### config.mk
export PLATFORM = sky130hd
export DESIGN_NAME = store_log_fifo
export DESIGN_NICKNAME = d
export VERILOG_FILES = /design/src/rtl/store_checker_pkg.sv /design/src/rtl/store_log_fifo.sv
export SDC_FILE = /design/constraint.sdc
export NUM_CORES = 1
export LEC_CHECK = 0
export CORE_MARGIN = 4
export CORE_UTILIZATION = 60
export CTS_CLUSTER_SIZE = 8
export DETAILED_ROUTE_END_ITERATION = 7
export PLACE_DENSITY = 0.79
export SLEW_MARGIN = 30
export SYNTH_ARGS = -nofsm -noshare
export SYNTH_HDL_FRONTEND = slang
export SYNTH_SLANG_ARGS = --single-unit
### constraint.sdc
create_clock -name clk -period 3.9 [get_ports clk]
set_input_delay 0.975 -clock clk [delete_from_list [all_inputs] [get_ports clk]]
set_output_delay 0.975 -clock clk [all_outputs]
set_load 0.05 [all_outputs]
### src/rtl/store_checker_pkg.sv
// Shared types and default constants for the store checker and its store log.
package store_checker_pkg;

   // Run state: RUN until a terminating store or watchdog expiry, then absorbing.
   typedef enum logic [1:0] {
      RUN,
      PASS,
      FAIL,
      TMO
   } chk_state_t;

   // One logged store as seen on the data-memory write bus.
   typedef struct packed {
      logic [31:0] addr;
      logic [31:0] data;
   } store_entry_t;

   localparam logic [31:0] DEF_PASS_ADDR    = 32'd100;
   localparam logic [31:0] DEF_PASS_DATA    = 32'd7;
   localparam logic [31:0] DEF_SCRATCH_ADDR = 32'd96;
   localparam int          DEF_TIMEOUT      = 1024;
   localparam int          DEF_LOG_DEPTH    = 8;

   localparam logic [15:0] STORE_COUNT_MAX  = 16'hFFFF;

endpackage

### src/rtl/store_log_fifo.sv
// First-word-fall-through FIFO holding accepted stores for readback.
// DEPTH must be a power of two >= 2; pointers carry one extra wrap bit so
// full and empty are distinguishable without a separate counter.
module store_log_fifo
   import store_checker_pkg::*;
#(
   parameter int  DEPTH   = DEF_LOG_DEPTH,
   parameter type entry_t = store_entry_t
) (
   input  logic   clk,
   input  logic   rst_n,
   input  logic   push_i,
   input  entry_t din_i,
   input  logic   pop_i,
   output logic   full_o,
   output logic   empty_o,
   output entry_t head_o,
   output logic   overflow_o
);

   localparam int               ADDR_W  = $clog2(DEPTH);
   localparam int               PTR_W   = ADDR_W + 1;
   localparam logic [PTR_W-1:0] PTR_ONE = PTR_W'(1);

   entry_t           mem_q [DEPTH];
   logic [PTR_W-1:0] wr_ptr_q, wr_ptr_d;
   logic [PTR_W-1:0] rd_ptr_q, rd_ptr_d;
   logic             overflow_q;
   logic             do_push;
   logic             do_pop;

   assign empty_o = (wr_ptr_q == rd_ptr_q);
   assign full_o  = (wr_ptr_q[ADDR_W] != rd_ptr_q[ADDR_W]) &&
                    (wr_ptr_q[ADDR_W-1:0] == rd_ptr_q[ADDR_W-1:0]);

   // A pop on a full FIFO frees the slot the simultaneous push needs.
   assign do_pop  = pop_i && !empty_o;
   assign do_push = push_i && (!full_o || do_pop);

   assign head_o     = mem_q[rd_ptr_q[ADDR_W-1:0]];
   assign overflow_o = overflow_q;

   // Next pointer values for accepted pushes and pops.
   always_comb begin
      // NOTE: every always_comb output gets a default first so no path leaves it unassigned (no latch).
      wr_ptr_d = wr_ptr_q;
      rd_ptr_d = rd_ptr_q;
      if (do_push) wr_ptr_d = wr_ptr_q + PTR_ONE;
      if (do_pop)  rd_ptr_d = rd_ptr_q + PTR_ONE;
   end

   // Pointer and sticky overflow registers.
   always_ff @(posedge clk or negedge rst_n) begin
      // NOTE: sequential state uses non-blocking assignments so all registers update from pre-edge values.
      if (!rst_n) begin
         wr_ptr_q   <= '0;
         rd_ptr_q   <= '0;
         overflow_q <= 1'b0;
      end else begin
         wr_ptr_q <= wr_ptr_d;
         rd_ptr_q <= rd_ptr_d;
         if (push_i && !do_push) overflow_q <= 1'b1;
      end
   end

   // Storage array; cleared on reset so the head reads zero while empty after reset.
   always_ff @(posedge clk or negedge rst_n) begin
      // NOTE: the array is reset on purpose: a mid-run reset must wipe logged stores and zero the head.
      if (!rst_n) begin
         for (int i = 0; i < DEPTH; i++) mem_q[i] <= '0;
      end else if (do_push) begin
         mem_q[wr_ptr_q[ADDR_W-1:0]] <= din_i;
      end
   end

endmodule

==> summary.txt, run 1 <==
Die H = 206 um
Global-route met3 utilization = 0.0550
Std cell rows = 72
Post-synthesis register bit count = 521
Switching Share = 0.362
Initial Util = 0.608
Clk slew on worst S/H paths = 0.05 ns
Initial DRT Pass Iterations = 4
Cell with the most instances after synthesis = mux2_2
Clock network power share = 0.197
Area growth syn-to-layout = 15.8%
Required @ worst endpoint = 2.92 ns
Max_cap viols = 0
Residual DRC count = 0
Total setup buffers inserted after CTS = 0
WP data arrival = 2.79 ns
Finished Layout Cells = 2064
Critical path type = flip-flop to primary output
Fmax = 266 MHz
IO Pins = 135
Die X = 206 um
Final Hold Fails = 0
Hold_buf cts = 0
Root Buffer = clkbuf_16
Routed len/inst = 23.8 um
GRT overflow = 0
FF+latch area = 0.0130 mm^2
GP Congestion = 0.754
Worst setup SP type = flip-flop
Register area share after synthesis = 0.555
Top cells by count, synth = mux2_2 (538), dfrtp_1 (521), mux4_2 (128), mux2_1 (40), buf_6 (39)
PwrDens = 1050 mW/mm^2
Share of layout cells above drive strength 1 = 0.559
FFs w/ async S/R, synth = 1.00
Placed Cells = 1976
Post-DR vias/cell = 6.08
Routing usage on met1 = 0.345
Switching pwr = 10300 uW
Syn_nets = 1435
Int Power = 18200 uW
CP max FO = 16
Met2 GRT Util = 0.386
Hold Crit Class = flip-flop to flip-flop
First-pass GRT wire length = 79.4 mm
Sequential power share = 0.339
Mean Syn Cell Area = 17.2 um^2
Max_slew headroom = 0.420
Post-synth top area share = 0.555
# H-tree levels = 3
Setup violators final = 0
DR iter-0 viols = 490
Busiest grt layer = met2
RSZ-0062 raised after global routing = false
GRT Util Overall = 0.242
Clock Tree Buf Depth = 3
Clock insertion delay at the later pin of the skew report = 0.58 ns
Number of clock sinks = 521
Total Die Area = 0.0424 mm^2
Vias post-DR = 12500
Area occupied by multi-input gates = 0.00977 mm^2
Ys Warns = 0
Final min period = 3.76 ns
Mapped cell area = 0.0235 mm^2
Gate Count Post-Synth = 1365
Outcome = finished, final reports clean
Worst Skew = 0.0173 ns
Number of enable flip-flop cells after synthesis = 0
Worst-margin pin slew = 0.871 ns
CTS Buf Count = 75
Initial antenna violation count = 4
Worst hold margin = 0.473 ns
Port Buf Inserts = 134
Vias in the first global route = 13900
Fillers = 2519
Area contributors post-synth = dfrtp_1 (56%), mux2_2 (26%), mux4_2 (12%), mux2_1 (1.9%), buf_6 (1.9%)
Worst vdd ir = 0.779 mV
CTS tree = done
Final period util = 0.965
Final instance area = 0.0272 mm^2
Power share of the combinational group = 0.463
Post-route ant nets = 0
Pwr Total = 28400 uW
Dpl cell area = 0.0252 mm^2
Primary FF master, synth = dfrtp_1
Slew Limit Fails = 0
Core Region = 0.0386 mm^2
DRT Wirelength = 49.1 mm
Synth area leader = dfrtp_1
Final setup TNS = 0 ns
Largest net degree at the start of global routing = 105
Critical Path End Type = primary output
Synth cell types = 24
Post-DP HPWL = 28.2 mm
Leakage = 0.0117 uW
Nets = 1605
[path summary, 6_finish.rpt]
| path | slack, ns | depth (start not counted) | end | start |
|---|---|---|---|---|
| worst min-delay path | 0.47 | 1 | overflow_o | overflow_o |
| min in group asynchronous | 0.49 | 1 | mem_q[283] | rst_n |
| worst max register to register | 1.35 | 6 | mem_q[459] | rd_ptr_q[1] |
| worst max-delay path | 0.14 | 4 | empty_o | rd_ptr_q[1] |
| worst min register to register | 0.47 | 1 | overflow_o | overflow_o |
| max in group asynchronous | 2.39 | 2 | mem_q[433] | rst_n |
[cell usage in the layout (no fill, tap or decap), types with 4 or more instances in the layout]
cell type / count
clkbuf_16: 76
dlygate4sd2_1: 13
mux4_2: 128
buf_4: 88
xnor2_1: 8
mux2_2: 538
nor2_1: 8
mux2_1: 40
o21ai_4: 8
dfrtp_1: 518
buf_12: 13
inv_6: 5
xor2_1: 4
clkdlybuf4s50_1: 68
[flip-flops by register name, summed over array words and instances, names as in the netlist]
register,flops
mem_q,512
rd_ptr_q,4
overflow_o,1
wr_ptr_q,4
[critical path, cell delays in order (launching register included)]
cell and delay [ns]:
dfrtp_4 0.59, xnor2_1 0.29, nand2_1 0.09, nor3_1 0.35, clkdlybuf4s50_1 0.88
[layout make-up]
type / instances / share of cell area
Clock buffer: 79 / 0.0703
Antenna cell: 2 / 0.000184
Timing Repair Buffer: 183 / 0.0636
Inverter: 3 / 0.000414
Sequential cell: 521 / 0.480
Clock inverter: 7 / 0.00253
Multi-Input combinational cell: 751 / 0.359
Tap cell: 518 / 0.0238
[routing by layer]
layer	share of wire	vias to the layer above
met1	0.44	6786
met3	0.047	77
met5	0.00081	-
met2	0.49	214
met4	0.019	4
li1	-	5464
[kinds of logic after synthesis]
kind of cell             count (synthesis)  synth area share
AO/OA/AOI/OAI                           12           0.00639
XOR/XNOR                                12           0.00448
adder cells (fa/ha/maj)                  2           0.00107
buffers and inverters                   93            0.0291
flip-flops                             521             0.555
multiplexers                           706             0.400
AND/OR/NAND/NOR                         19           0.00368
[timing repair]
| item | 4_1_cts | 5_1_grt |
|---|---|---|
| setup endpoints to repair | 13 | 0 |
| resized for setup | 13 | 0 |
| hold endpoints to repair | 0 | 0 |
[power by group through the flow]
stage,Clock (uW),Sequential (uW),Combinational [uW]
after global placement,0,9530,13200
after global routing,5970,9960,14000
after CTS,5730,9650,13400
final,5610,9650,13200
after floorplan,0,9070,10600
after detailed placement,0,9690,13400
[metrics by stage]
step / util / setup slack (ns)
2_1_floorplan: - / 0.576
3_3_place_gp: 0.653 / 0.584
3_5_place_dp: 0.653 / 0.572
4_1_cts: 0.704 / 0.0926
5_1_grt: 0.704 / 0.0149
6_report: 0.704 / 0.136
Power figures use the tool's default switching activity.
==> run 2, diff against run 1 <==
--- a/config.mk
+++ b/config.mk
@@ -7,6 +7,7 @@
 export LEC_CHECK = 0
 export CORE_MARGIN = 4
 export CORE_UTILIZATION = 60
+export CTS_CLUSTER_DIAMETER = 60
 export CTS_CLUSTER_SIZE = 8
 export DETAILED_ROUTE_END_ITERATION = 7
 export PLACE_DENSITY = 0.79
==> results of run 2 <==
The final DEF is identical to that of run 1; final timing and power are the same.
